===== config.mk =====
export PLATFORM = sky130hd
export DESIGN_NAME = id_ex
export DESIGN_NICKNAME = d
export VERILOG_FILES = /design/src/rtl/cpu_pkg.sv /design/src/rtl/pipe_reg.sv /design/src/rtl/id_ex.sv
export SDC_FILE = /design/constraint.sdc
export NUM_CORES = 1
export LEC_CHECK = 0
export CORE_ASPECT_RATIO = 0.9
export CORE_MARGIN = 2
export CORE_UTILIZATION = 37
export CTS_BUF_LIST = sky130_fd_sc_hd__clkbuf_4 sky130_fd_sc_hd__clkbuf_8 sky130_fd_sc_hd__clkbuf_16
export CTS_CLUSTER_SIZE = 14
export DETAILED_ROUTE_END_ITERATION = 8
export DONT_BUFFER_PORTS = 1
export GPL_TIMING_DRIVEN = 0
export PLACE_DENSITY = 0.59
export REMOVE_ABC_BUFFERS = 1
export SYNTH_ARGS = -nofsm -noshare
export SYNTH_HDL_FRONTEND = slang
export SYNTH_SLANG_ARGS = --single-unit

===== constraint.sdc =====
create_clock -name clk -period 0.9 [get_ports clk]
set_input_delay 0.09 -clock clk [delete_from_list [all_inputs] [get_ports clk]]
set_output_delay 0.09 -clock clk [all_outputs]
set_load 0.03 [all_outputs]

===== src/rtl/cpu_pkg.sv =====
// Shared constants and encodings for the 16-bit pipelined CPU.
// Latency: n/a (declarations only).
// Backpressure: n/a (declarations only).
package cpu_pkg;

  // Default field widths; pipeline registers may override them per instance.
  localparam int DEF_PC_WIDTH      = 12;
  localparam int DEF_DATA_WIDTH    = 16;
  localparam int DEF_REGADDR_WIDTH = 3;

  // ALU operation class handed from decode to EX.
  localparam int ALU_OP_WIDTH = 2;

  typedef enum logic [ALU_OP_WIDTH-1:0] {
    ALU_OP_ADD   = 2'b00,  // address generation for loads/stores
    ALU_OP_SUB   = 2'b01,  // branch compare
    ALU_OP_FUNCT = 2'b10,  // R-type, operation taken from funct field
    ALU_OP_LOGIC = 2'b11   // immediate logical ops
  } alu_op_e;

endpackage


===== src/rtl/pipe_reg.sv =====
// Generic pipeline register with synchronous reset and synchronous clear (bubble).
// Latency: one cycle, d captured on every rising edge unless reset or clear is high.
// Backpressure: none; no enable, the register loads every cycle.
module pipe_reg #(
  parameter int WIDTH = 8
) (
  input  logic             clk,
  input  logic             reset,
  input  logic             clear,
  input  logic [WIDTH-1:0] d,
  output logic [WIDTH-1:0] q
);

  // Reset wins over clear; both load an all-zero word, otherwise capture d.
  always_ff @(posedge clk) begin
    if (reset) begin
      q <= '0;
    end else if (clear) begin
      q <= '0;
    end else begin
      q <= d;
    end
  end

endmodule


===== src/rtl/id_ex.sv =====
// ID/EX pipeline register: carries decoded control, PC, operands, immediate and register addresses into EX.
// Latency: one cycle; all outputs come straight from flops, flush inserts an all-zero bubble.
// Backpressure: none; no stall input, a new instruction is captured on every non-reset, non-flush edge.
module id_ex
  import cpu_pkg::*;
#(
  parameter int PC_WIDTH      = DEF_PC_WIDTH,
  parameter int DATA_WIDTH    = DEF_DATA_WIDTH,
  parameter int REGADDR_WIDTH = DEF_REGADDR_WIDTH
) (
  input  logic                     clk,
  input  logic                     reset,
  input  logic                     flush,
  input  logic                     id_reg_write,
  input  logic                     id_mem_read,
  input  logic                     id_mem_write,
  input  logic [ALU_OP_WIDTH-1:0]  id_alu_op,
  input  logic                     id_alu_src,
  input  logic                     id_branch,
  input  logic [PC_WIDTH-1:0]      id_pc,
  input  logic [DATA_WIDTH-1:0]    id_read_data1,
  input  logic [DATA_WIDTH-1:0]    id_read_data2,
  input  logic [DATA_WIDTH-1:0]    id_imm,
  input  logic [REGADDR_WIDTH-1:0] id_rs,
  input  logic [REGADDR_WIDTH-1:0] id_rt,
  input  logic [REGADDR_WIDTH-1:0] id_rd,
  output logic                     ex_reg_write,
  output logic                     ex_mem_read,
  output logic                     ex_mem_write,
  output logic [ALU_OP_WIDTH-1:0]  ex_alu_op,
  output logic                     ex_alu_src,
  output logic                     ex_branch,
  output logic [PC_WIDTH-1:0]      ex_pc,
  output logic [DATA_WIDTH-1:0]    ex_read_data1,
  output logic [DATA_WIDTH-1:0]    ex_read_data2,
  output logic [DATA_WIDTH-1:0]    ex_imm,
  output logic [REGADDR_WIDTH-1:0] ex_rs,
  output logic [REGADDR_WIDTH-1:0] ex_rt,
  output logic [REGADDR_WIDTH-1:0] ex_rd
);

  // Five single-bit controls plus the ALU op, then the datapath fields.
  localparam int CTRL_WIDTH   = 5 + ALU_OP_WIDTH;
  localparam int BUNDLE_WIDTH = CTRL_WIDTH + PC_WIDTH + 3 * DATA_WIDTH + 3 * REGADDR_WIDTH;

  logic [BUNDLE_WIDTH-1:0] id_bundle;
  logic [BUNDLE_WIDTH-1:0] ex_bundle;

  // Flatten the stage into one word so a single register covers every field; the
  // all-zero bubble then clears control and data together.
  assign id_bundle = {id_reg_write, id_mem_read, id_mem_write, id_alu_op,
                      id_alu_src, id_branch, id_pc,
                      id_read_data1, id_read_data2, id_imm,
                      id_rs, id_rt, id_rd};

  pipe_reg #(
    .WIDTH (BUNDLE_WIDTH)
  ) u_stage_reg (
    .clk   (clk),
    .reset (reset),
    .clear (flush),
    .d     (id_bundle),
    .q     (ex_bundle)
  );

  // Unpack in the same order the bundle was built.
  assign {ex_reg_write, ex_mem_read, ex_mem_write, ex_alu_op,
          ex_alu_src, ex_branch, ex_pc,
          ex_read_data1, ex_read_data2, ex_imm,
          ex_rs, ex_rt, ex_rd} = ex_bundle;

endmodule


==> impl_metrics.ini <==
[worst_setup_path]
critPathLaunchType = input port
crit_fanout = 67
crit_path_max_incr_delay_ns = 0.73
slowest_stage = dlygate4sd3_1
critical_path_class = input port to flop
path_buf_inv = 1
cp_top_family = buffers and inverters
cp.depth = 2
path_cells = dlygate4sd3_1 > nor3b_1
worst-endpoint-arrival_ns = 1.13
endpoint_kind = flop
crit_path_start = flush
worstPathRequired_ns = 1.14

[placement]
dp_hpwl_um = 2770
dpl.cell_count = 239
io_buffers = 0
place_congestion = 0.634

[global_routing]
track_usage = 0.151
antenna_found_initial = 0
grt_pass1_wl_um = 7860
grt_max_degree = 68
grt_pass1_vias = 1577
grt_overflow = 0

[clock_network]
cts_sinks = 76
root_buffer = clkbuf_8
cts_setup_buffers = 0
clockBufferDepth = 2
clkSlewWorstSetupHoldPaths_ns = 0.08
numCtsBuffers = 9
cts.htree.levels = 3
cts_tree = built

[sta]
relSlewSlack = 0.668
hold_viol = 0
tightest_slew_ns = 0.496
rsz0062_at_grt = no
fin_crit_ns = 0.884
post-route-period-util = 0.982
setup_viol = 0
slew_viol_final = 0
clock.fmax_mhz = 1130
final.setup.tns_ns = 0

[cells_and_area]
final_cells = 333
multi_input_area_um2 = 771
layout_common_cells = dlygate4sd3_1 (78), dfxtp_2 (70), nor3b_2 (40), nor3b_1 (36), clkbuf_8 (9)
drive_gt1_frac = 0.537
top_register = u_stage_reg.q
reg.largest.list = u_stage_reg.q x76
regArea_um2 = 1630
syn2layout_area_growth_pct = 44.8
diodes = 0
n_fill_cell = 516
final_common_cell = dlygate4sd3_1
num-nets-final = 320
largest_reg_flops = 76

[synthesis]
ys_ff_latch = 76
yosys_warnings = 0
yosysUniqueCellTypes = 6
synth_cells = 168
syn-cell-area_um2 = 2410
yosysSeqAreaShare = 0.631
synth_area_leaders = dfxtp_1 (63%), nor3b_2 (21%), nor3b_1 (11%)
avgSynthCellArea_um2 = 14.4
netlist.area_leader.share = 0.631
synth_area_leader_cell = dfxtp_1

[detailed_routing]
routed_via_density = 4.64
totalWireLength_um = 5510
drc = 0
routedWlPerCell_um = 16.6
vias = 1546
drt_iter0_markers = 28
first_pass_iters = 4
ant_nets = 0

[floorplanning]
rows = 27
design.die.area_um2 = 7180
dieHeight_um = 80.6
core-area_um2 = 6220
die_x_um = 89.1
start_util = 0.388
pin_count = 155

[power_and_ir_drop]
seqPwrFrac = 0.567
switchingPower_w = 0.00163
vdd_ir_drop_max_v = 0.000903
p_clk_frac = 0.378
internal_power_w = 0.00516
leakage_nw = 1.38
p_sw_frac = 0.240
power_frac_comb = 0.055
p_per_area_nw_per_um2 = 1940

[worst_hold_path]
hp-class = input port to flop
min-delay-start = flush
hold_depth = 2

[flow_run]
maxCapViolCount = 0

[run_status]
status = finished, final reports clean
[final cells by class]
cell class                 count  area share
multi-input combinational     76       0.221
clock inverter                 5      0.0176
sequential                    76       0.467
clock buffer                  11      0.0398
timing repair buffer          78       0.224
tap                           87      0.0312
[metal layers]
layer / up-vias / share of wire / GRT usage
li1: 713 / - / -
met1: 723 / 0.35 / 0.142
met2: 105 / 0.50 / 0.258
met3: 5 / 0.14 / 0.0987
met4: 0 / 0.011 / 0.0582
met5: - / 0 / 0
[cell usage after synthesis]
cell / instances
nor3b_1: 36
buf_4: 6
buf_6: 4
buf_2: 6
dfxtp_1: 76
nor3b_2: 40
[what timing repair did]
item                                    CTS  global route
endpoints found under the setup margin   76             6
resized for setup                        76             6
hold endpoints to repair                 76             0
hold buffers                             78             0
[cell families (layout without fill, tap and decap cells)]
kind of cell / count (synthesis) / count (layout) / share of synthesized area
AND/OR/NAND/NOR: 76 / 76 / 0.320
flip-flops: 76 / 76 / 0.631
buffers and inverters: 16 / 94 / 0.0498
[through the flow]
| stage | cell area [um^2] | hold WS (ns) | total power (W) | setup WS [ns] | utilization |
|---|---|---|---|---|---|
| 6_report | 3490 | 0.353 | 0.00679 | 0.0165 | 0.562 |
| 5_1_grt | 3490 | 0.323 | 0.00708 | 0.000794 | 0.562 |
| 4_1_cts | 3480 | 0.325 | 0.00685 | 0.0200 | 0.559 |
| 3_5_place_dp | 2400 | 0.171 | 0.00406 | 0.318 | 0.386 |
| 3_3_place_gp | 2400 | 0.167 | 0.00405 | 0.318 | 0.386 |
| 2_1_floorplan | 2290 | 0.159 | 0.00403 | 0.351 | - |
[worst paths after layout]
path / endpoint / slack, ns
worst max-delay path: u_stage_reg.q[31] / 0.02
worst min-delay path: u_stage_reg.q[59] / 0.35
[power groups by stage]
| stage | combinational [W] | clock, W | sequential, W |
|---|---|---|---|
| 2_1_floorplan | 0.000140 | 0 | 0.00389 |
| 3_3_place_gp | 0.000142 | 0 | 0.00391 |
| 3_5_place_dp | 0.000152 | 0 | 0.00391 |
| 4_1_cts | 0.000365 | 0.00262 | 0.00386 |
| 5_1_grt | 0.000403 | 0.00281 | 0.00386 |
| 6_report | 0.000373 | 0.00257 | 0.00385 |
(Power assumes the default switching activity.)
